--- config.mk ---
export PLATFORM = sky130hd
export DESIGN_NAME = dijkstra_path_engine
export DESIGN_NICKNAME = d
export VERILOG_FILES = /design/src/rtl/dijkstra_path_engine.sv
export SDC_FILE = /design/constraint.sdc
export NUM_CORES = 2
export LEC_CHECK = 0
export BUFFER_PORTS_ARGS = -buffer_cell sky130_fd_sc_hd__buf_4
export CORE_ASPECT_RATIO = 1.25
export CORE_UTILIZATION = 45
export CTS_BUF_LIST = sky130_fd_sc_hd__clkbuf_16
export CTS_CLUSTER_DIAMETER = 100
export DETAILED_ROUTE_END_ITERATION = 12
export PLACE_DENSITY = 0.64
export SLEW_MARGIN = 20
export SYNTH_ARGS = -nofsm -noshare
export SYNTH_HDL_FRONTEND = slang
export SYNTH_SLANG_ARGS = --single-unit
--- constraint.sdc ---
create_clock -name clk_3125KHz -period 6.9 [get_ports clk_3125KHz]
set_clock_uncertainty 0.05 [all_clocks]
set_input_delay 0.345 -clock clk_3125KHz [delete_from_list [all_inputs] [get_ports clk_3125KHz]]
set_output_delay 0.345 -clock clk_3125KHz [all_outputs]
set_load 0.01 [all_outputs]
--- src/rtl/dijkstra_path_engine.sv ---
// Shortest-path planner: sequential Dijkstra over a map RAM, then steps curr_node hop by hop on node_reached.
// Plan latency <= NUM_NODES + V*(NUM_NODES+MAX_DEG) + path_len + 1; CPU_start low aborts; `DIJKSTRA_WEIGHTED_EN selects weighted edges.
module dijkstra_path_engine #(
  parameter int NUM_NODES = 32,
  parameter int MAX_DEG   = 4,
  parameter int W_BITS    = 4
) (
  input  logic              clk_3125KHz,
  input  logic              rst_n,
  input  logic              map_we,
  input  logic [6:0]        map_addr,
  input  logic [W_BITS+5:0] map_data,
  input  logic              CPU_start,
  input  logic [4:0]        start_point,
  input  logic [4:0]        end_point,
  input  logic              node_reached,
  output logic [4:0]        curr_node,
  output logic [4:0]        next_node,
  output logic              path_valid,
  output logic              busy,
  output logic              no_path
);

  typedef enum logic [2:0] {
    S_IDLE, S_INIT, S_SCAN, S_RELAX, S_TRACE, S_RUN, S_DONE, S_FAIL
  } state_t;

  localparam logic [4:0] LAST_NODE = 5'(NUM_NODES - 1);
  localparam logic [1:0] LAST_SLOT = 2'(MAX_DEG - 1);

  logic [W_BITS+5:0] map_mem   [NUM_NODES*MAX_DEG];
  logic [7:0]        dist_mem  [NUM_NODES];
  logic [4:0]        prev_mem  [NUM_NODES];
  logic [4:0]        stack_mem [NUM_NODES];

  state_t               state_q, state_d;
  logic [4:0]           src_q, src_d, dst_q, dst_d;
  logic [4:0]           cnt_q, cnt_d, u_q, u_d;
  logic [7:0]           min_dist_q, min_dist_d;
  logic [4:0]           min_idx_q, min_idx_d;
  logic [4:0]           trace_q, trace_d;
  logic [5:0]           sp_q, sp_d;
  logic [NUM_NODES-1:0] visited_q, visited_d;
  logic [4:0]           curr_node_q, curr_node_d, next_node_q, next_node_d;
  logic                 path_valid_q, path_valid_d, busy_q, busy_d, no_path_q, no_path_d;

  logic       dist_we, prev_we, stack_we;
  logic [4:0] dist_wa, prev_wa, prev_wd, stack_wa, stack_wd;
  logic [7:0] dist_wd;

  logic [W_BITS+5:0] map_entry;
  logic              e_vld;
  logic [4:0]        e_nbr;
  logic [8:0]        e_w, sum;
  logic [7:0]        relax_dist, scan_dist, cand_dist;
  logic [4:0]        cand_idx;
  logic              improve, take;
  logic [5:0]        sp_m1;

  assign map_entry = map_mem[{u_q, cnt_q[1:0]}];
  assign e_vld     = map_entry[W_BITS+5];
  assign e_nbr     = map_entry[W_BITS+4:W_BITS];
`ifdef DIJKSTRA_WEIGHTED_EN
  assign e_w = 9'(map_entry[W_BITS-1:0]);
`else
  logic unused_weight;
  assign unused_weight = ^map_entry[W_BITS-1:0];
  assign e_w = 9'd1;
`endif
  // Saturate at FE so a finite distance never aliases the FF "unreached" marker.
  assign sum        = {1'b0, dist_mem[u_q]} + e_w;
  assign relax_dist = (sum >= 9'h0FE) ? 8'hFE : sum[7:0];
  assign improve    = e_vld && (relax_dist < dist_mem[e_nbr]);

  assign scan_dist = dist_mem[cnt_q];
  assign take      = !visited_q[cnt_q] && (scan_dist < min_dist_q);
  assign cand_dist = take ? scan_dist : min_dist_q;
  assign cand_idx  = take ? cnt_q : min_idx_q;
  assign sp_m1     = sp_q - 6'd1;

  always_comb begin
    state_d     = state_q;
    src_d       = src_q;
    dst_d       = dst_q;
    cnt_d       = cnt_q;
    u_d         = u_q;
    min_dist_d  = min_dist_q;
    min_idx_d   = min_idx_q;
    trace_d     = trace_q;
    sp_d        = sp_q;
    visited_d   = visited_q;
    curr_node_d = curr_node_q;
    next_node_d = next_node_q;
    dist_we     = 1'b0;
    dist_wa     = cnt_q;
    dist_wd     = 8'hFF;
    prev_we     = 1'b0;
    prev_wa     = cnt_q;
    prev_wd     = cnt_q;
    stack_we    = 1'b0;
    stack_wa    = sp_q[4:0];
    stack_wd    = trace_q;

    case (state_q)
      S_IDLE: begin
        if (CPU_start) begin
          src_d       = start_point;
          dst_d       = end_point;
          curr_node_d = start_point;
          cnt_d       = '0;
          sp_d        = '0;
          if (int'(start_point) >= NUM_NODES || int'(end_point) >= NUM_NODES) state_d = S_FAIL;
          else if (start_point == end_point) state_d = S_DONE;
          else state_d = S_INIT;
        end
      end
      S_INIT: begin
        dist_we             = 1'b1;
        dist_wd             = (cnt_q == src_q) ? 8'h00 : 8'hFF;
        prev_we             = 1'b1;
        visited_d[cnt_q]    = 1'b0;
        if (cnt_q == LAST_NODE) begin
          state_d    = S_SCAN;
          cnt_d      = '0;
          min_dist_d = 8'hFF;
          min_idx_d  = '0;
        end else begin
          cnt_d = cnt_q + 5'd1;
        end
      end
      S_SCAN: begin
        if (cnt_q == LAST_NODE) begin
          cnt_d = '0;
          if (cand_dist == 8'hFF) begin
            state_d = S_FAIL;
          end else if (cand_idx == dst_q) begin
            state_d = S_TRACE;
            trace_d = dst_q;
            sp_d    = '0;
          end else begin
            visited_d[cand_idx] = 1'b1;
            u_d                 = cand_idx;
            state_d             = S_RELAX;
          end
        end else begin
          min_dist_d = cand_dist;
          min_idx_d  = cand_idx;
          cnt_d      = cnt_q + 5'd1;
        end
      end
      S_RELAX: begin
        if (improve) begin
          dist_we = 1'b1;
          dist_wa = e_nbr;
          dist_wd = relax_dist;
          prev_we = 1'b1;
          prev_wa = e_nbr;
          prev_wd = u_q;
        end
        if (cnt_q[1:0] == LAST_SLOT) begin
          state_d    = S_SCAN;
          cnt_d      = '0;
          min_dist_d = 8'hFF;
          min_idx_d  = '0;
        end else begin
          cnt_d = cnt_q + 5'd1;
        end
      end
      S_TRACE: begin
        // Stack holds dst..first hop; the top is the first hop once src is hit.
        if (trace_q == src_q) begin
          next_node_d = stack_mem[sp_m1[4:0]];
          sp_d        = sp_m1;
          state_d     = S_RUN;
        end else begin
          stack_we = 1'b1;
          sp_d     = sp_q + 6'd1;
          trace_d  = prev_mem[trace_q];
        end
      end
      S_RUN: begin
        if (node_reached) begin
          curr_node_d = next_node_q;
          if (next_node_q == dst_q) begin
            state_d = S_DONE;
          end else begin
            next_node_d = stack_mem[sp_m1[4:0]];
            sp_d        = sp_m1;
          end
        end
      end
      S_DONE, S_FAIL: begin
        if (!CPU_start) state_d = S_IDLE;
      end
      default: state_d = S_IDLE;
    endcase

    if (!CPU_start && (state_q inside {S_INIT, S_SCAN, S_RELAX, S_TRACE, S_RUN})) begin
      state_d     = S_IDLE;
      curr_node_d = curr_node_q;
      next_node_d = next_node_q;
    end

    busy_d       = state_d inside {S_INIT, S_SCAN, S_RELAX, S_TRACE, S_RUN};
    path_valid_d = (state_d == S_RUN);
    no_path_d    = (state_d == S_FAIL);
  end

  always_ff @(posedge clk_3125KHz) begin
    if (!rst_n) begin
      state_q      <= S_IDLE;
      src_q        <= '0;
      dst_q        <= '0;
      cnt_q        <= '0;
      u_q          <= '0;
      min_dist_q   <= 8'hFF;
      min_idx_q    <= '0;
      trace_q      <= '0;
      sp_q         <= '0;
      visited_q    <= '0;
      curr_node_q  <= '0;
      next_node_q  <= '0;
      path_valid_q <= 1'b0;
      busy_q       <= 1'b0;
      no_path_q    <= 1'b0;
    end else begin
      state_q      <= state_d;
      src_q        <= src_d;
      dst_q        <= dst_d;
      cnt_q        <= cnt_d;
      u_q          <= u_d;
      min_dist_q   <= min_dist_d;
      min_idx_q    <= min_idx_d;
      trace_q      <= trace_d;
      sp_q         <= sp_d;
      visited_q    <= visited_d;
      curr_node_q  <= curr_node_d;
      next_node_q  <= next_node_d;
      path_valid_q <= path_valid_d;
      busy_q       <= busy_d;
      no_path_q    <= no_path_d;
    end
  end

  always_ff @(posedge clk_3125KHz) begin
    if (rst_n && map_we && state_q == S_IDLE) map_mem[map_addr] <= map_data;
    if (dist_we)  dist_mem[dist_wa]   <= dist_wd;
    if (prev_we)  prev_mem[prev_wa]   <= prev_wd;
    if (stack_we) stack_mem[stack_wa] <= stack_wd;
  end

  assign curr_node  = curr_node_q;
  assign next_node  = next_node_q;
  assign path_valid = path_valid_q;
  assign busy       = busy_q;
  assign no_path    = no_path_q;

endmodule
==> flow_metrics.py <==
metrics = {
    "clock_network": {
        "clockBufferDepth": 3,
        "numClockSinks": 1450,
        "insertion_delay_ns": 0.80,
        "cts_made_buffers": 145,
        "clk_pin_slew_worst_paths_ns": 0.06,
        "cts_root_buffer": "clkbuf_16",
        "h-tree-depth": 4,
        "cts_tree": "yes",
    },
    "worst_setup_path": {
        "cp_slowest_cell": "mux4_2",
        "cp_num_buf_inv": 10,
        "rr_worst_depth": 28,
        "crit_top_cell": "buf_12",
        "end_kind": "register",
        "cp_max_fo": 8,
        "r2r_slack_ns": 0.1,
        "slowest_delay_ns": 0.48,
        "reg2reg_to": "dist_mem[12][2]",
        "crit_family": "compound AO/OA/AOI/OAI gates",
        "required_ns": 7.34,
        "crit_type": "register to register",
        "start_kind": "register",
        "r2r-start": "cnt_q[0]",
        "arrival_ns": 7.25,
    },
    "min_path": {
        "worstHoldEndpoint": "map_mem[74][8]",
        "hp-start": "map_data[8]",
        "hold_depth": 1,
        "hp-class": "input port to register",
    },
    "detailed_routing": {
        "drt_iter0_drc": 3720,
        "wl_per_cell_um": 28.2,
        "dr.pass1.iters": 5,
        "drcViolationCount": 0,
        "routed_wl_um": 168000,
        "vias": 36400,
        "viasPerCell": 6.09,
        "drtAntennaViolNets": 0,
    },
    "placement": {
        "post-place-ws_ns": -0.244,
        "dp_hpwl_um": 109000,
        "io_buffers": 40,
        "dpl_cell_area_um2": 68600,
        "routabilityCongestion": 0.883,
    },
    "global_route": {
        "antenna_found_initial": 1,
        "groute.usage.overall": 0.234,
        "grt_max_degree": 93,
        "grt_pass1_wl_um": 246000,
        "grt_pass1_vias": 36300,
        "grt_overflow": 0,
    },
    "sta": {
        "fin_crit_sh": 0.986,
        "tightestPinTransition_ns": 1.19,
        "timing.hold.ws_ns": 0.0558,
        "max_freq_mhz": 147,
        "final-max-slew-violation-count": 0,
        "fin_ws_ns": 0.0980,
        "setup_violations": 0,
        "final.min_clock_period_ns": 6.80,
        "maxSlewHeadroom": 0.207,
        "hold_viol": 0,
    },
    "floorplanning": {
        "start_util": 0.454,
        "die_y_um": 423,
        "dieWidth_um": 339,
        "ios": 45,
        "dieArea_um2": 143000,
        "rows": 154,
        "core-area_um2": 141000,
    },
    "synthesis": {
        "synth.cell_area_um2": 63900,
        "synthFlopType": "edfxtp_1",
        "synth_area_leaders": "edfxtp_1, mux4_2, dfxtp_1, mux2i_1, nor2_1",
        "synth_top_family_by_area": "multiplexers",
        "synthArstFlopShare": 0,
        "ys_top_cells_by_count": "edfxtp_1, mux4_2, nor2_1",
        "synth-simple-area-share": 0.0588,
        "ys_types": 91,
        "synth_warnings": 0,
        "synth_edf_count": 1344,
        "synth_top_area_share": 0.632,
        "ys_ff_latch": 1450,
        "synthMuxAreaShare": 0.196,
        "syn_area_per_cell_um2": 17.2,
        "mappedNetlistNets": 3780,
        "synth_area_leader_cell": "edfxtp_1",
        "synth_compound_area_frac": 0.0480,
        "synth_xor_area_frac": 0.00521,
        "synth-seq-area-share": 0.665,
        "synthAdderAreaFrac": 0.00529,
        "synthCells": 3721,
        "yosysMostFrequentCell": "edfxtp_1",
    },
    "power": {
        "peakVddDrop_mv": 0.249,
        "p_per_area_nw_per_um2": 253,
        "leakage_nw": 23.7,
        "power_mw": 18.8,
    },
    "finish": {
        "postLayoutCellArea_um2": 74200,
        "fin_util": 0.527,
        "drive_gt1_frac": 0.290,
        "nets": 4043,
        "syn_to_final_growth_pct": 16.1,
    },
    "outcome": {
        "status": "complete, no violations",
    },
    "flow_run": {
        "cap_violations": 0,
    },
}
-- report_power, final --
group | total [mW] | leakage [nW] | internal (mW) | switching [mW]
logic | 1.29 | 8.19 | 0.557 | 0.738
clock network | 7.81 | 2.39 | 4.39 | 3.41
registers | 9.65 | 13.1 | 9.61 | 0.0371
-- cell usage in the layout (no fill, tap or decap), types with 11 or more instances in the layout --
| cell type | count |
|---|---|
| a221oi_4 | 13 |
| a221oi_2 | 21 |
| a31oi_1 | 11 |
| xor2_1 | 22 |
| clkinv_1 | 36 |
| edfxtp_1 | 1344 |
| a21oi_1 | 74 |
| nand4_1 | 15 |
| buf_6 | 16 |
| or3_1 | 11 |
| nand3_1 | 124 |
| nand2b_1 | 13 |
| bufinv_16 | 13 |
| buf_12 | 72 |
| a211oi_1 | 46 |
| a211o_1 | 13 |
| dlygate4sd3_1 | 16 |
| inv_1 | 62 |
| clkbuf_16 | 152 |
| nor3_1 | 24 |
| o211ai_1 | 26 |
| a211oi_2 | 16 |
| nand2_1 | 179 |
| a22oi_1 | 44 |
| xnor2_1 | 15 |
| o21ai_0 | 24 |
| a22o_1 | 16 |
| nor2b_1 | 46 |
| dfxtp_1 | 95 |
| mux2i_1 | 206 |
| nor2_1 | 295 |
| mux4_2 | 427 |
| ha_1 | 26 |
| mux2_2 | 68 |
| clkinv_2 | 24 |
| buf_4 | 247 |
-- cell families (layout without fill, tap and decap cells) --
logic type      after synthesis  in the layout
other cells                   0              2
simple gates                799            799
compound gates              418            418
xor+xnor                     38             38
mux                         705            705
buf+inv                     284            663
fa+ha+maj                    27             27
flops                      1450           1450
-- metrics by stage --
step | std cells | setup TNS [ns]
3_5_place_dp | 5667 | -69.86
2_1_floorplan | 3721 | -22.45
6_report | 5974 | 0
3_3_place_gp | 5667 | -78.44
4_1_cts | 5951 | 0
5_1_grt | 5973 | -0.972
-- worst max-delay path by stage --
stage / from / endpoint / slack, ns / depth (start not counted)
floorplan: cnt_q[0] / dist_mem[19][0] / -0.21 / 23
global placement: cnt_q[0] / dist_mem[21][1] / -0.26 / 24
detailed placement: cnt_q[0] / dist_mem[21][1] / -0.24 / 24
CTS: cnt_q[0] / dist_mem[0][6] / 0.0003 / 26
global route: cnt_q[0] / dist_mem[12][4] / -0.04 / 30
finish: cnt_q[0] / dist_mem[12][2] / 0.1 / 28
-- area by class of cell --
type                    instances  area [um2]
clock buffers                 147        3680
clock inverters               116        1020
flip-flops and latches       1450       42500
well taps                    1872        2340
diodes                          2        5.00
multi-input cells            1987       20600
inverters                      40         150
repair buffers                360        3860
fillers                     11000       66700
-- repair_timing --
item | CTS | global route
endpoints found under the hold margin | 167 | 0
setup buffers | 4 | 16
setup endpoints to repair | 656 | 610
resized for setup | 14 | 61
hold buffers | 16 | 0
cloned | 1 | 5
pin swaps | 3 | 22
-- registers in the layout, indices dropped and copies added, names as in the netlist, named ones only --
signal / flops
no_path: 1
busy: 1
visited_q: 32
stack_mem: 160
src_q: 5
cnt_q: 5
min_idx_q: 5
sp_q: 5
prev_mem: 160
path_valid: 1
state_q: 3
next_node: 5
u_q: 5
stack_wd: 5
dst_q: 5
map_mem: 768
dist_mem: 256
curr_node: 5
min_dist_q: 8
-- layer usage --
metal / global-route usage / routed length, um / vias to the layer above / share of wire
met5: 0 / 0 / - / 0
met4: 0.0987 / 7130 / 0 / 0.042
met3: 0.0329 / 10100 / 328 / 0.060
met2: 0.398 / 85800 / 1516 / 0.51
met1: 0.299 / 65200 / 18900 / 0.39
li1: - / - / 15700 / -
Note: power is estimated with default switching activity, not from simulation.
